--- src/rtl/uart_sseg_cmd_rx_pkg.sv ---
// ============================================================================
// Module      : uart_sseg_cmd_rx_pkg
// Description : ASCII constants, FSM encoding and digit-enable values shared
//               by the UART seven-segment command receiver.
// Revision    : 1.0 - initial release
// ============================================================================
`default_nettype none

package uart_sseg_cmd_rx_pkg;

    localparam logic [7:0] c_ascii_d_up = 8'h44;
    localparam logic [7:0] c_ascii_d_lo = 8'h64;
    localparam logic [7:0] c_ascii_c_up = 8'h43;
    localparam logic [7:0] c_ascii_c_lo = 8'h63;
    localparam logic [7:0] c_ascii_cr   = 8'h0D;
    localparam logic [7:0] c_ascii_lf   = 8'h0A;
    localparam logic [7:0] c_ascii_ack  = 8'h4B;
    localparam logic [7:0] c_ascii_nak  = 8'h3F;

    localparam logic [7:0] c_digit_en_all  = 8'hFF;
    localparam logic [7:0] c_digit_en_none = 8'h00;

    typedef enum logic [1:0] {
        ST_IDLE    = 2'd0,
        ST_DIGITS  = 2'd1,
        ST_WAIT_CR = 2'd2,
        ST_ISSUE   = 2'd3
    } state_t;

endpackage

`default_nettype wire

--- src/rtl/bin2sseg.sv ---
// ============================================================================
// Module      : bin2sseg
// Description : Nibble to seven-segment pattern, {dp,g,f,e,d,c,b,a}, active high.
// Revision    : 1.0 - initial release
// ============================================================================
`default_nettype none

module bin2sseg (
    input  logic [3:0] bin,
    output logic [7:0] seg
);

    always_comb begin
        seg = 8'h00;
        case (bin)
            4'h0: seg = 8'h3F;
            4'h1: seg = 8'h06;
            4'h2: seg = 8'h5B;
            4'h3: seg = 8'h4F;
            4'h4: seg = 8'h66;
            4'h5: seg = 8'h6D;
            4'h6: seg = 8'h7D;
            4'h7: seg = 8'h07;
            4'h8: seg = 8'h7F;
            4'h9: seg = 8'h6F;
            4'hA: seg = 8'h77;
            4'hB: seg = 8'h7C;
            4'hC: seg = 8'h39;
            4'hD: seg = 8'h5E;
            4'hE: seg = 8'h79;
            4'hF: seg = 8'h71;
            default: seg = 8'h00;
        endcase
    end

endmodule

`default_nettype wire

--- src/rtl/uart_sseg_cmd_rx_hex_decode.sv ---
// ============================================================================
// Module      : ascii_hex_decode
// Description : Combinational ASCII hex character to nibble decoder.
// Revision    : 1.0 - initial release
// ============================================================================
`default_nettype none

module ascii_hex_decode (
    input  logic [7:0] data,
    output logic [3:0] nibble,
    output logic       is_hex
);

    always_comb begin
        nibble = 4'h0;
        is_hex = 1'b0;
        if (data >= 8'h30 && data <= 8'h39) begin
            nibble = data[3:0];
            is_hex = 1'b1;
        end else if ((data >= 8'h41 && data <= 8'h46) ||
                     (data >= 8'h61 && data <= 8'h66)) begin
            // 'A'/'a' carry 1 in the low nibble, so +9 lands on 10
            nibble = data[3:0] + 4'd9;
            is_hex = 1'b1;
        end
    end

endmodule

`default_nettype wire

--- src/rtl/uart_sseg_cmd_rx.sv ---
// ============================================================================
// Module      : uart_sseg_cmd_rx
// Description : Parses host ASCII frames ("D"+8 hex+CR, "C"+CR) and loads the
//               seven-segment controller. Optional ACK/NAK: UART_SSEG_CMD_ACK_EN.
// Revision    : 1.0 - initial release
// ============================================================================
`default_nettype none

module uart_sseg_cmd_rx
    import uart_sseg_cmd_rx_pkg::*;
#(
    parameter int TIMEOUT_CYCLES = 100_000_000
) (
    input  logic        clk,
    input  logic        rst,
    input  logic [7:0]  rx_data,
    input  logic        rx_valid,
    input  logic        ss_idle,
    input  logic        tx_busy,
    output logic [63:0] ss_data,
    output logic [7:0]  ss_digit_en,
    output logic        ss_start,
    output logic        host_active,
    output logic        err,
    output logic        tx_start,
    output logic [7:0]  tx_data
);

    localparam int              c_to_w    = (TIMEOUT_CYCLES > 1) ? $clog2(TIMEOUT_CYCLES) : 1;
    localparam logic [c_to_w-1:0] c_to_last = c_to_w'(TIMEOUT_CYCLES - 1);

    state_t              r_state;
    state_t              w_state_next;
    logic [2:0]          r_cnt;
    logic [2:0]          w_cnt_next;
    logic [2:0]          w_slot;
    logic [31:0]         r_nib;
    logic [31:0]         w_nib_next;
    logic                r_clear;
    logic                w_clear_next;
    logic [c_to_w-1:0]   r_to_cnt;
    logic                w_to_expired;
    logic                w_err_next;
    logic                w_issue;
    logic [3:0]          w_hex_nib;
    logic                w_is_hex;
    logic [63:0]         w_seg;

    logic [63:0]         r_ss_data;
    logic [7:0]          r_ss_digit_en;
    logic                r_ss_start;
    logic                r_host_active;
    logic                r_err;

    ascii_hex_decode u_hex (
        .data   (rx_data),
        .nibble (w_hex_nib),
        .is_hex (w_is_hex)
    );

    generate
        for (genvar gi = 0; gi < 8; gi++) begin : g_seg
            bin2sseg u_b2s (
                .bin (r_nib[4*gi +: 4]),
                .seg (w_seg[8*gi +: 8])
            );
        end
    endgenerate

    assign w_slot       = 3'd7 - r_cnt;
    assign w_to_expired = (r_to_cnt == c_to_last);

    always_ff @(posedge clk) begin
        if (rst) begin
            r_state <= ST_IDLE;
        end else begin
            r_state <= w_state_next;
        end
    end

    always_comb begin
        w_state_next = r_state;
        w_cnt_next   = r_cnt;
        w_nib_next   = r_nib;
        w_clear_next = r_clear;
        w_err_next   = 1'b0;
        w_issue      = 1'b0;
        case (r_state)
            ST_IDLE: begin
                if (rx_valid) begin
                    if (rx_data == c_ascii_d_up || rx_data == c_ascii_d_lo) begin
                        w_state_next = ST_DIGITS;
                        w_cnt_next   = 3'd0;
                        w_clear_next = 1'b0;
                    end else if (rx_data == c_ascii_c_up || rx_data == c_ascii_c_lo) begin
                        w_state_next = ST_WAIT_CR;
                        w_clear_next = 1'b1;
                    end else if (rx_data != c_ascii_cr && rx_data != c_ascii_lf) begin
                        w_err_next = 1'b1;
                    end
                end
            end
            ST_DIGITS: begin
                if (rx_valid) begin
                    if (w_is_hex) begin
                        w_nib_next[{w_slot, 2'b00} +: 4] = w_hex_nib;
                        w_cnt_next = r_cnt + 3'd1;
                        if (r_cnt == 3'd7) begin
                            w_state_next = ST_WAIT_CR;
                        end
                    end else begin
                        w_err_next   = 1'b1;
                        w_nib_next   = '0;
                        w_state_next = ST_IDLE;
                    end
                end else if (w_to_expired) begin
                    w_err_next   = 1'b1;
                    w_nib_next   = '0;
                    w_state_next = ST_IDLE;
                end
            end
            ST_WAIT_CR: begin
                if (rx_valid) begin
                    if (rx_data == c_ascii_cr) begin
                        w_state_next = ST_ISSUE;
                    end else begin
                        w_err_next   = 1'b1;
                        w_nib_next   = '0;
                        w_state_next = ST_IDLE;
                    end
                end else if (w_to_expired) begin
                    w_err_next   = 1'b1;
                    w_nib_next   = '0;
                    w_state_next = ST_IDLE;
                end
            end
            ST_ISSUE: begin
                // The controller handshake has no timeout; only stray bytes are flagged
                w_err_next = rx_valid;
                if (ss_idle) begin
                    w_issue      = 1'b1;
                    w_state_next = ST_IDLE;
                end
            end
            default: begin
                w_state_next = ST_IDLE;
            end
        endcase
    end

    always_ff @(posedge clk) begin
        if (rst) begin
            r_cnt    <= 3'd0;
            r_nib    <= '0;
            r_clear  <= 1'b0;
            r_to_cnt <= '0;
        end else begin
            r_cnt   <= w_cnt_next;
            r_nib   <= w_nib_next;
            r_clear <= w_clear_next;
            if ((r_state == ST_DIGITS || r_state == ST_WAIT_CR) &&
                !rx_valid && !w_to_expired) begin
                r_to_cnt <= r_to_cnt + 1'b1;
            end else begin
                r_to_cnt <= '0;
            end
        end
    end

    always_ff @(posedge clk) begin
        if (rst) begin
            r_ss_data     <= '0;
            r_ss_digit_en <= c_digit_en_none;
            r_ss_start    <= 1'b0;
            r_host_active <= 1'b0;
            r_err         <= 1'b0;
        end else begin
            r_ss_start <= w_issue;
            r_err      <= w_err_next;
            if (w_issue) begin
                if (r_clear) begin
                    r_ss_digit_en <= c_digit_en_none;
                    r_host_active <= 1'b0;
                end else begin
                    r_ss_data     <= w_seg;
                    r_ss_digit_en <= c_digit_en_all;
                    r_host_active <= 1'b1;
                end
            end
        end
    end

    assign ss_data     = r_ss_data;
    assign ss_digit_en = r_ss_digit_en;
    assign ss_start    = r_ss_start;
    assign host_active = r_host_active;
    assign err         = r_err;

`ifdef UART_SSEG_CMD_ACK_EN
    logic       r_ack_pend;
    logic       r_nak_pend;
    logic       r_tx_start;
    logic [7:0] r_tx_data;
    logic       w_send_ack;
    logic       w_send_nak;

    // Holding off for one cycle after a start covers the transmitter's busy latency
    assign w_send_ack = r_ack_pend & ~tx_busy & ~r_tx_start;
    assign w_send_nak = r_nak_pend & ~r_ack_pend & ~tx_busy & ~r_tx_start;

    always_ff @(posedge clk) begin
        if (rst) begin
            r_ack_pend <= 1'b0;
            r_nak_pend <= 1'b0;
            r_tx_start <= 1'b0;
            r_tx_data  <= 8'h00;
        end else begin
            r_ack_pend <= (r_ack_pend & ~w_send_ack) | r_ss_start;
            r_nak_pend <= (r_nak_pend & ~w_send_nak) | r_err;
            r_tx_start <= w_send_ack | w_send_nak;
            if (w_send_ack) begin
                r_tx_data <= c_ascii_ack;
            end else if (w_send_nak) begin
                r_tx_data <= c_ascii_nak;
            end
        end
    end

    assign tx_start = r_tx_start;
    assign tx_data  = r_tx_data;
`else
    logic w_unused_tx_busy;

    assign w_unused_tx_busy = tx_busy;
    assign tx_start         = 1'b0;
    assign tx_data          = 8'h00;
`endif

endmodule

`default_nettype wire

--- config.mk ---
export PLATFORM = sky130hd
export DESIGN_NAME = uart_sseg_cmd_rx
export DESIGN_NICKNAME = d
export VERILOG_FILES = /design/src/rtl/uart_sseg_cmd_rx_pkg.sv /design/src/rtl/bin2sseg.sv /design/src/rtl/uart_sseg_cmd_rx_hex_decode.sv /design/src/rtl/uart_sseg_cmd_rx.sv
export SDC_FILE = /design/constraint.sdc
export NUM_CORES = 1
export LEC_CHECK = 0
export CAP_MARGIN = 0
export CORE_MARGIN = 2
export CORE_UTILIZATION = 57
export DETAILED_ROUTE_END_ITERATION = 16
export MAX_ROUTING_LAYER = met4
export PLACE_DENSITY_LB_ADDON = 0.1
export SYNTH_ARGS = -nofsm -noshare
export SYNTH_HDL_FRONTEND = slang
export SYNTH_HIERARCHICAL = 1
export SYNTH_SLANG_ARGS = --single-unit
--- constraint.sdc ---
create_clock -name clk -period 3 [get_ports clk]
set_input_delay 0.3 -clock clk [delete_from_list [all_inputs] [get_ports clk]]
set_output_delay 0.3 -clock clk [all_outputs]
set_load 0.03 [all_outputs]
* After elaboration in Yosys (flattened, before gate mapping)
Memory sizes are Yosys's and may differ from the RTL's. A register that Yosys moved wholly into a read port is not among the register bits.
Index checks and enable logic that the tools add are counted.
** Word-level totals
- Bits in registers :: 140
- Bits in read-only memories :: 896
- Input bits :: 13
- Output and inout port bits :: 84
- Word-level logic and storage cells :: 118
- Memories kept :: 8
** Memories
- (no name shown) :: depth 16, width 7, read ports 1, clocked after Yosys merged registers in 1, write ports 0, line bin2sseg.sv:15 : case (bin)
- (no name shown) :: depth 16, width 7, read ports 1, clocked after Yosys merged registers in 1, write ports 0, line bin2sseg.sv:15
- (no name shown) :: depth 16, width 7, read ports 1, clocked after Yosys merged registers in 1, write ports 0, line bin2sseg.sv:15
- (no name shown) :: depth 16, width 7, read ports 1, clocked after Yosys merged registers in 1, write ports 0, line bin2sseg.sv:15
- (no name shown) :: depth 16, width 7, read ports 1, clocked after Yosys merged registers in 1, write ports 0, line bin2sseg.sv:15
- (no name shown) :: depth 16, width 7, read ports 1, clocked after Yosys merged registers in 1, write ports 0, line bin2sseg.sv:15
- 2 more memories
** Operators by class
- Add/sub/neg operators :: 5
- Magnitude comparators :: 6
- Equal/unequal tests :: 20
- Shifts and indexed selects :: 2
- Mux-type cells :: 43
- Bitwise logic cells :: 2
- Reduce and logical (&&, ||, !) cells :: 22
** Operators with widths (number)
- $mux 32 :: 5
- $pmux 32 s2 :: 1
- $bwmux 32 :: 1
- $eq 8x7->1 const B :: 4
- $shift 4x7->32 const A :: 1
- $shiftx 4x7->32 :: 1
- $add 27x1->27 const B :: 1
- $eq 27x27->1 const B :: 1
- $mux 2 :: 10
- $ge 8x7->1 const B :: 2
- $le 8x7->1 const B :: 2
- $mux 1 :: 16
- $ne 8x4->1 const B :: 2
- $mux 3 :: 4
- $eq 8x4->1 const B :: 1
- $ge 8x6->1 const B :: 1
- $le 8x6->1 const B :: 1
- $mux 4 :: 2
- $mux 8 :: 1
- $ne 2x2->1 const B :: 4
- $pmux 2 s4 :: 1
- $neg 5->7 :: 1
- $logic_and 1x1->1 :: 6
- $ne 3x3->1 const B :: 2
- 20 further kinds :: 29

* Depth between registers and ports, before layout
Gate-level depths: netlist (run 1).
- Word-level depth :: 10
- Mapped depth :: 10
- Gate-level depth less buffers :: 10

* Hierarchy
Netlist (run 1), hierarchy kept.
** By module, submodules not included
- uart_sseg_cmd_rx :: times used 1, cells each 654, area an instance 5532.8 sq um, seq. area each 2642.5 sq um
- bin2sseg (g_seg[1].u_b2s ...) :: times used 5, cells each 35, area an instance 305.3 sq um, seq. area each 0.0 sq um
- bin2sseg (g_seg[2].u_b2s ...) :: times used 2, cells each 35, area an instance 299.0 sq um, seq. area each 0.0 sq um
- bin2sseg (g_seg[0].u_b2s) :: times used 1, cells each 35, area an instance 306.5 sq um, seq. area each 0.0 sq um
- ascii_hex_decode :: times used 1, cells each 25, area an instance 203.9 sq um, seq. area each 0.0 sq um

* Worst setup path after synthesis (run 1)
No wires, ideal clock.
- Path type :: flip-flop to flip-flop
- Start point :: register r_to_cnt[0]
- End point :: register r_nib[16]
- Setup time :: 0.121 ns
- Arrival time :: 1.981 ns
- Data required time :: 2.879 ns
- Slack :: 0.898 ns
- Cell stages (with the launch flop) :: 7
- Buffers on the path :: 0
- Cells stage by stage :: dfxtp_1 ha_1 and4_4 nand3_2 o41ai_4 a21oi_2 a2bb2o_1
** Between the ends
- Word-level cells in the longest chain between the ends :: 4
- Elaborated cells on any way between the ends :: 5
** Ends and longest elaborated chain
- start: declaration :: line uart_sseg_cmd_rx.sv:41 : logic [c_to_w-1:0] r_to_cnt;
- start signal: assignment :: line uart_sseg_cmd_rx.sv:163 : r_to_cnt <= r_to_cnt + 1'b1;
- $eq 27x27->1 * :: line uart_sseg_cmd_rx.sv:71 : assign w_to_expired = (r_to_cnt == c_to_last);
- $mux 32 *
- $mux 32, on equally long branches
- $pmux 32 s2 *
- end signal: assignment :: line uart_sseg_cmd_rx.sv:159 : r_nib <= w_nib_next;
- end: declaration :: line uart_sseg_cmd_rx.sv:37 : logic [31:0] r_nib;
Every way passes the cells marked *; elsewhere a longest branch is shown, timed or not.
A chain may end at the register's enable or synchronous reset.

* Final worst setup path (run 1)
- Start point :: register r_cnt[0]
- End point :: register r_nib[18]
** Between the ends
- Word-level cells in the longest chain between the ends :: 7
- Elaborated cells on any way between the ends :: 8
** Ends and longest elaborated chain
- start: declaration :: line uart_sseg_cmd_rx.sv:34 : logic [2:0] r_cnt;
- start signal: assignment :: line uart_sseg_cmd_rx.sv:158 : r_cnt <= w_cnt_next;
- $sub 3x3->3 * :: line uart_sseg_cmd_rx.sv:70 : assign w_slot = 3'd7 - r_cnt;
- $neg 5->7 * :: line uart_sseg_cmd_rx.sv:106 : w_nib_next[{w_slot, 2'b00} +: 4] = w_hex_nib;
- $shiftx 4x7->32 / $shift 4x7->32 (equally long branches) :: line uart_sseg_cmd_rx.sv:106
- $bwmux 32 * :: line uart_sseg_cmd_rx.sv:106
- $mux 32 * :: line uart_sseg_cmd_rx.sv:105 : if (w_is_hex) begin
- $mux 32 * :: line uart_sseg_cmd_rx.sv:104 : if (rx_valid) begin
- $pmux 32 s2 * :: line uart_sseg_cmd_rx.sv:88 : case (r_state)
Marks and branches as above.

==> results of run 1 <==
-- registers in the layout (all words and copies together), names as in the netlist --
| name | flops |
|---|---|
| ss_data | 64 |
| r_state | 2 |
| err | 1 |
| r_to_cnt | 27 |
| ss_start | 1 |
| r_clear | 1 |
| ss_digit_en | 1 |
| r_nib | 32 |
| r_cnt | 3 |
-- layout make-up --
cell class / count / area share (%)
clock buffers: 22 / 4.78
well taps: 180 / 2.37
flip-flops and latches: 132 / 27.8
inverters: 61 / 2.41
repair buffers: 99 / 10.3
multi-input cells: 698 / 51.2
clock inverters: 10 / 1.13
-- critical path, cell delays in order (launching register included) --
cell and delay, ps:
sky130_fd_sc_hd__dfxtp_1 380, sky130_fd_sc_hd__ha_1 250, sky130_fd_sc_hd__ha_1 240, sky130_fd_sc_hd__nor2b_1 310
sky130_fd_sc_hd__nand4b_1 190, sky130_fd_sc_hd__nor4b_1 410, sky130_fd_sc_hd__nor3b_1 320, sky130_fd_sc_hd__a22o_1 170
-- cells by family (layout without fill, tap and decap cells) --
group                    count (synthesis)  in the layout  share of synthesized area [%]
AO/OA/AOI/OAI                          204            204                           17.0
flip-flops                             132            132                           32.4
buffers and inverters                  137            192                           8.55
AND/OR/NAND/NOR                        327            327                           19.4
adder cells (fa/ha/maj)                 67             67                           10.3
multiplexers                            58             58                           9.37
XOR/XNOR                                25             25                           2.68
other                                    9             17                          0.414
-- power by group through the flow --
stage	combinational (uW)	sequential [uW]	clock, uW
final	398	1790	1970
after global routing	444	1790	2090
after CTS	397	1790	2010
after detailed placement	392	1820	0
after global placement	387	1820	0
after floorplan	291	1840	0
-- routing by layer --
metal | vias to the layer above | GRT usage [%] | share of wire (%)
li1 | 3374 | - | -
met1 | 3016 | 29.6 | 48
met2 | 116 | 39.9 | 48
met3 | 16 | 4.08 | 3.3
met4 | 0 | 7.53 | 1.2
met5 | - | - | 0
-- final timing paths --
kind,start,endpoint,slack (ps)
max reg2reg,r_cnt[0],r_nib[18],670
min,rst,ss_data[36],430
min reg2reg,ss_data[56],ss_data[56],450
max,r_cnt[0],r_nib[18],670
-- synth_stat cells (7+ instances only) --
| library cell | instances | share of area [%] |
|---|---|---|
| sky130_fd_sc_hd__nor4_1 | 7 | 0.54 |
| sky130_fd_sc_hd__nor2b_1 | 19 | 1.5 |
| sky130_fd_sc_hd__nand3_1 | 16 | 0.98 |
| sky130_fd_sc_hd__buf_6 | 10 | 1.4 |
| sky130_fd_sc_hd__xor2_1 | 12 | 1.3 |
| sky130_fd_sc_hd__a21o_2 | 8 | 0.86 |
| sky130_fd_sc_hd__nand4_1 | 10 | 0.77 |
| sky130_fd_sc_hd__clkbuf_1 | 27 | 1.2 |
| sky130_fd_sc_hd__inv_1 | 59 | 2.7 |
| sky130_fd_sc_hd__a21oi_1 | 88 | 5.4 |
| sky130_fd_sc_hd__nor3_1 | 18 | 1.1 |
| sky130_fd_sc_hd__buf_4 | 26 | 2.4 |
| sky130_fd_sc_hd__conb_1 | 9 | 0.41 |
| sky130_fd_sc_hd__o31ai_1 | 7 | 0.64 |
| sky130_fd_sc_hd__o21ai_0 | 23 | 1.4 |
| sky130_fd_sc_hd__nor2_1 | 51 | 2.3 |
| sky130_fd_sc_hd__a22o_1 | 22 | 2.4 |
| sky130_fd_sc_hd__ha_1 | 67 | 10 |
| sky130_fd_sc_hd__a22oi_1 | 11 | 1.0 |
| sky130_fd_sc_hd__dfxtp_1 | 132 | 32 |
| sky130_fd_sc_hd__mux2_2 | 24 | 3.3 |
| sky130_fd_sc_hd__nand2_1 | 158 | 7.3 |
| sky130_fd_sc_hd__xnor2_1 | 13 | 1.4 |
| sky130_fd_sc_hd__mux2i_1 | 18 | 2.2 |
-- metrics by stage --
| step | instances | total power [uW] | utilization (%) | instance area [um^2] |
|---|---|---|---|---|
| floorplan | 967 | 2130 | - | 8200 |
| global placement | 1170 | 2210 | 64.2 | 8940 |
| detailed placement | 1170 | 2220 | 64.2 | 8940 |
| CTS | 1202 | 4190 | 68.2 | 9500 |
| global route | 1202 | 4320 | 68.2 | 9500 |
| finish | 1202 | 4150 | 68.2 | 9500 |
==> key figures, run 1 <==
STA
  – Part of the cycle the worst path needs: 77.6%
  – Worst slew margin relative to its limit: 53.6%
  – Number of pins with negative max-slew slack in the final report: 0
  – Smallest setup slack after layout: 673 ps
  – Worst Clk Skew: 6.65 ps
  – Endpoints failing hold: 0
  – Hold slack: 426 ps
  – Fmax: 430 MHz
  – Unrepaired setup endpoints after global routing: false
  – Slew at the pin with the worst max-slew slack: 694 ps
  – Number of endpoints failing setup at the final stage: 0
  – Fin crit period: 2330 ps
  – Setup TNS: 0 ps

Die
  – Cell Rows: 43
  – CORE AREA: 13900 um^2
  – Total Die Area: 15300 um^2
  – Die height: 124 um
  – IO Pins: 97
  – Die width: 124 um
  – Starting Density: 58.6%

Cells and area
  – Leading cell type in the layout, fill and taps excluded: sky130_fd_sc_hd__nand2_1
  – Number of fill cells in the layout: 1179
  – # diodes: 0
  – Nets: 1089
  – Combined flip-flop and latch cell area: 2640 um^2
  – Multi-input logic area: 4860 um^2
  – Ratio of cells with drive above 1 in the final layout: 11.0%
  – Leading cell types in the layout, fill and taps excluded: sky130_fd_sc_hd__nand2_1 (158), sky130_fd_sc_hd__dfxtp_1 (132), sky130_fd_sc_hd__a21oi_1 (88)
  – Area Growth Syn to Fin: 16.3%

Clocking
  – CTS Hold Buffers Added: 0
  – Root Buffer: sky130_fd_sc_hd__clkbuf_16
  – Post CTS Setup Buffer Count: 0
  – Clock sink count: 132
  – Number of gates given a new drive strength after cts: 0
  – Deepest level of the CTS H-tree: 4
  – Number of clock buffers inserted by TritonCTS: 17
  – CTS tree: done
  – Clock Pin Slew Worst Setup and Hold Paths: 50 ps
  – Worst skew pair latency: 420 ps
  – Clock buffer depth: 2

Power
  – Proportion of power drawn by combinational gates: 9.6%
  – Leakage power summed over all cells: 0.00334 uW
  – Pwr/cell area: 437 nW/um^2
  – Switching component of the power: 1010 uW
  – Relative contribution of sequential cells to total power: 43.0%
  – Worst ir drop on vdd: 0.000442 V
  – Cell-internal power: 3140 uW
  – Clk network pwr share: 47.4%
  – Sw frac: 24.3%

Drt
  – Detailed-route wire length: 16.8 mm
  – Initial DRT Pass Iterations: 5
  – DRC violations left: 0
  – Via-to-Cell Ratio: 5.43
  – Total number of vias: 6522
  – Violation count after the first detailed-route iteration: 441
  – Final ANT Viol Nets: 0
  – Post-detailed-route wirelength per cell: 14.0 um

Yosys
  – Number of flops mapped to enable cells by yosys: 0
  – Number of storage elements in the synthesis netlist: 132
  – Main synth FF type: sky130_fd_sc_hd__dfxtp_1
  – Synthesized area per cell: 8.52 um^2
  – Distinct cell type count after synthesis: 79
  – Number of cells produced by synthesis: 959
  – Async set-or-reset flop fraction in the synthesized netlist: 0%
  – Syn. warnings: 6
  – Share of synthesized area occupied by flip-flops and latches: 32.4%
  – Post-synthesis instance area: 8170 um^2

Critical path
  – Crit Path Max Fanout: 8
  – Worst Setup Start Kind: register
  – Reg2reg path depth: 7
  – Critical path data required time: 3360 ps
  – Kind of capture point of the worst setup path: register
  – Worst Path Arrival: 2690 ps
  – Path type of the worst setup path: reg2reg

Place
  – Port Buf Inserts: 86
  – Detailed Place HPWL: 11.4 mm
  – Setup WS pre-CTS: 310 ps
  – Final weighted congestion in routability-driven placement: 0.867

Global routing
  – Global routing usage summed across all routing layers: 23.9%
  – Vias in the first global route: 6023
  – Global-route wire length before repair: 28.7 mm
  – Total overflow reported by the global router: 0
  – Number of antenna violations at the first check in global routing: 0
  – Pin count of the biggest net entering global routing: 60

Hold path
  – Path type of the worst min-delay path: in2reg
  – Hold Crit Depth: 2

Flow run
  – Max Cap Violations: 0

Status
  – Run status: completed
Power figures use the tool's default switching activity.
==> inputs of run 2 (changes only) <==
CORE_UTILIZATION = 52   (was 57)
clock period = 1.95 ns   (was 3 ns; I/O delays follow)
==> run 2 against run 1 <==
Effect of this change: sequential power increased by 54%; routed wire length increased by 8.1%; final cell count increased by 9.9%; die area increased by 9.3%; critical endpoint is now r_to_cnt[18]; largest cell class unchanged; sequential share of layout area decreased by 2.9 points; power increased by 65%; flip-flop and latch count unchanged; final area increased by 12%; first-iteration DRC count decreased by 25%.
==> key figures, run 2 (synthesis gave the netlist of run 1 again) <==
Status
  – Run status: completed

Global routing
  – Global routing usage summed across all routing layers: 22.6%
  – Number of antenna violations at the first check in global routing: 0
  – Global-route wire length before repair: 30.2 mm
  – Total overflow reported by the global router: 0
  – Vias in the first global route: 6395
  – Pin count of the biggest net entering global routing: 79

Critical path
  – Path length in cells of the critical path: 7
  – Critical path data required time: 2270 ps
  – Delay of the slowest cell on the worst path: 580 ps
  – Cell with the biggest individual delay on the critical path: sky130_fd_sc_hd__or4_4
  – Number of buffer and inverter instances along the worst setup path: 1
  – Reg2reg path depth: 7
  – Ordered list of cells on the worst path: ha_4 -> and4_4 -> nand3_4 -> or4_4 -> nand4_4 -> clkbuf_16 -> nor2_2
  – Worst Path Arrival: 2230 ps
  – Crit Path Max Fanout: 6
  – Worst Setup Start Kind: register
  – Family of cells with the greatest summed delay on the critical path: simple AND/OR/NAND/NOR gates
  – Path type of the worst setup path: reg2reg
  – Kind of capture point of the worst setup path: register

Drt
  – Detailed-route wire length: 18.2 mm
  – Final ANT Viol Nets: 0
  – Post-detailed-route wirelength per cell: 13.8 um
  – Total number of vias: 6842
  – Initial DRT Pass Iterations: 4
  – Via-to-Cell Ratio: 5.18
  – Violation count after the first detailed-route iteration: 331
  – DRC violations left: 0

Clocking
  – Number of clock buffers inserted by TritonCTS: 17
  – Root Buffer: sky130_fd_sc_hd__clkbuf_16
  – Clock Pin Slew Worst Setup and Hold Paths: 60 ps
  – Worst skew pair latency: 420 ps
  – CTS Hold Buffers Added: 0
  – Clock sink count: 132
  – CTS tree: done
  – Clock buffer depth: 2
  – Deepest level of the CTS H-tree: 4

Cells and area
  – Leading cell type in the layout, fill and taps excluded: sky130_fd_sc_hd__nand2_1
  – Ratio of cells with drive above 1 in the final layout: 22.3%
  – Leading cell types in the layout, fill and taps excluded: sky130_fd_sc_hd__nand2_1 (156), sky130_fd_sc_hd__dfxtp_1 (125), sky130_fd_sc_hd__buf_4 (90)
  – Fin area: 10600 um^2
  – Max reg flops: 64
  – Finished Core Util: 69.7%
  – # diodes: 0
  – Area Growth Syn to Fin: 30.2%
  – Nets: 1178

Flow run
  – Max Cap Violations: 0

STA
  – Hold slack: 307 ps
  – Fmax: 522 MHz
  – Number of pins with negative max-slew slack in the final report: 0
  – Unrepaired setup endpoints after global routing: true
  – Smallest setup slack after layout: 34.9 ps
  – Number of endpoints failing setup at the final stage: 0
  – Worst Clk Skew: 8.26 ps
  – Fin crit period: 1920 ps
  – Slew at the pin with the worst max-slew slack: 587 ps
  – Setup TNS: 0 ps
  – Worst slew margin relative to its limit: 60.5%
  – Part of the cycle the worst path needs: 98.2%
  – Endpoints failing hold: 0

Power
  – Worst ir drop on vdd: 0.000653 V
  – Leakage power summed over all cells: 0.00388 uW
  – Pwr/cell area: 645 nW/um^2

Die
  – Starting Density: 53.5%
  – Die width: 129 um
  – Total Die Area: 16700 um^2
  – Cell Rows: 45
  – IO Pins: 97
  – CORE AREA: 15300 um^2
  – Die height: 129 um

Place
  – Detailed Place HPWL: 12.3 mm
  – Final weighted congestion in routability-driven placement: 0.850
  – Setup WS pre-CTS: -566 ps
  – Cell Area, Placed: 9670 um^2
  – Port Buf Inserts: 86

Hold path
  – Path type of the worst min-delay path: in2reg
  – Hold Crit Depth: 3
==> run 2: changes by cell type in the layout (fill, tap and decap cells not counted), sizes merged <==
cell,previous run,this run
clkinvlp,3,5
buf,14,100
dlygate4sd2,0,2
clkdlybuf4s50,85,82
bufinv,2,3
dlymetal6s2s,0,1
clkbuf,22,21
==> run 2: worst paths after layout <==
path               start           end  slack (ps)
max          r_to_cnt[0]  r_to_cnt[18]          30
min                  rst     r_nib[24]         310
max reg2reg  r_to_cnt[0]  r_to_cnt[18]          30
min reg2reg  ss_data[33]   ss_data[33]         450
==> run 2: worst reg2reg max path, cell delays in order (launching register included) <==
cell and delay (ps):
sky130_fd_sc_hd__dfxtp_2 350, sky130_fd_sc_hd__ha_4 130, sky130_fd_sc_hd__and4_4 230, sky130_fd_sc_hd__nand3_4 100, sky130_fd_sc_hd__or4_4 590, sky130_fd_sc_hd__nand4_4 170, sky130_fd_sc_hd__clkbuf_16 200, sky130_fd_sc_hd__nor2_2 40
==> run 2: report_power, final <==
part	switching, uW	leakage (uW)	internal, uW
clock network	1200	0.000280	2030
logic	494	0.00253	390
registers	21.7	0.00107	2730
==> run 2: area by class of cell <==
cell class	instances	area (um^2)
Clock inverter	13	160
Timing Repair Buffer	188	1760
Multi-Input combinational cell	698	5130
Inverter	61	229
Clock buffer	18	439
Sequential cell	132	2650
Tap cell	211	264
Fill cell	1227	4620
==> run 2: through the flow <==
step / total power (uW) / instances
4_1_cts: 6810 / 1314
3_5_place_dp: 3570 / 1283
2_1_floorplan: 3290 / 967
3_3_place_gp: 3570 / 1283
5_1_grt: 7100 / 1321
6_report: 6860 / 1321
==> run 2: repair_timing <==
item / in CTS / in global routing
buffers inserted: 0 / 4
setup endpoints to repair: 52 / 64
resized for setup: 11 / 49
cloned: 0 / 4
pin swaps: 0 / 24
==> run 2: routing by layer <==
metal	global-route usage [%]	up-vias	routed length, um
met4	5.56	0	185
met5	-	-	0
met1	28.9	3183	8790
met2	37.2	86	8700
li1	-	3554	-
met3	4.13	19	503
==> inputs of run 3 (changes only) <==
ABC_CLOCK_PERIOD_IN_PS = 1950   (was unset)
==> results of run 3 <==
Final layout, timing and power as in run 2 (identical DEF).
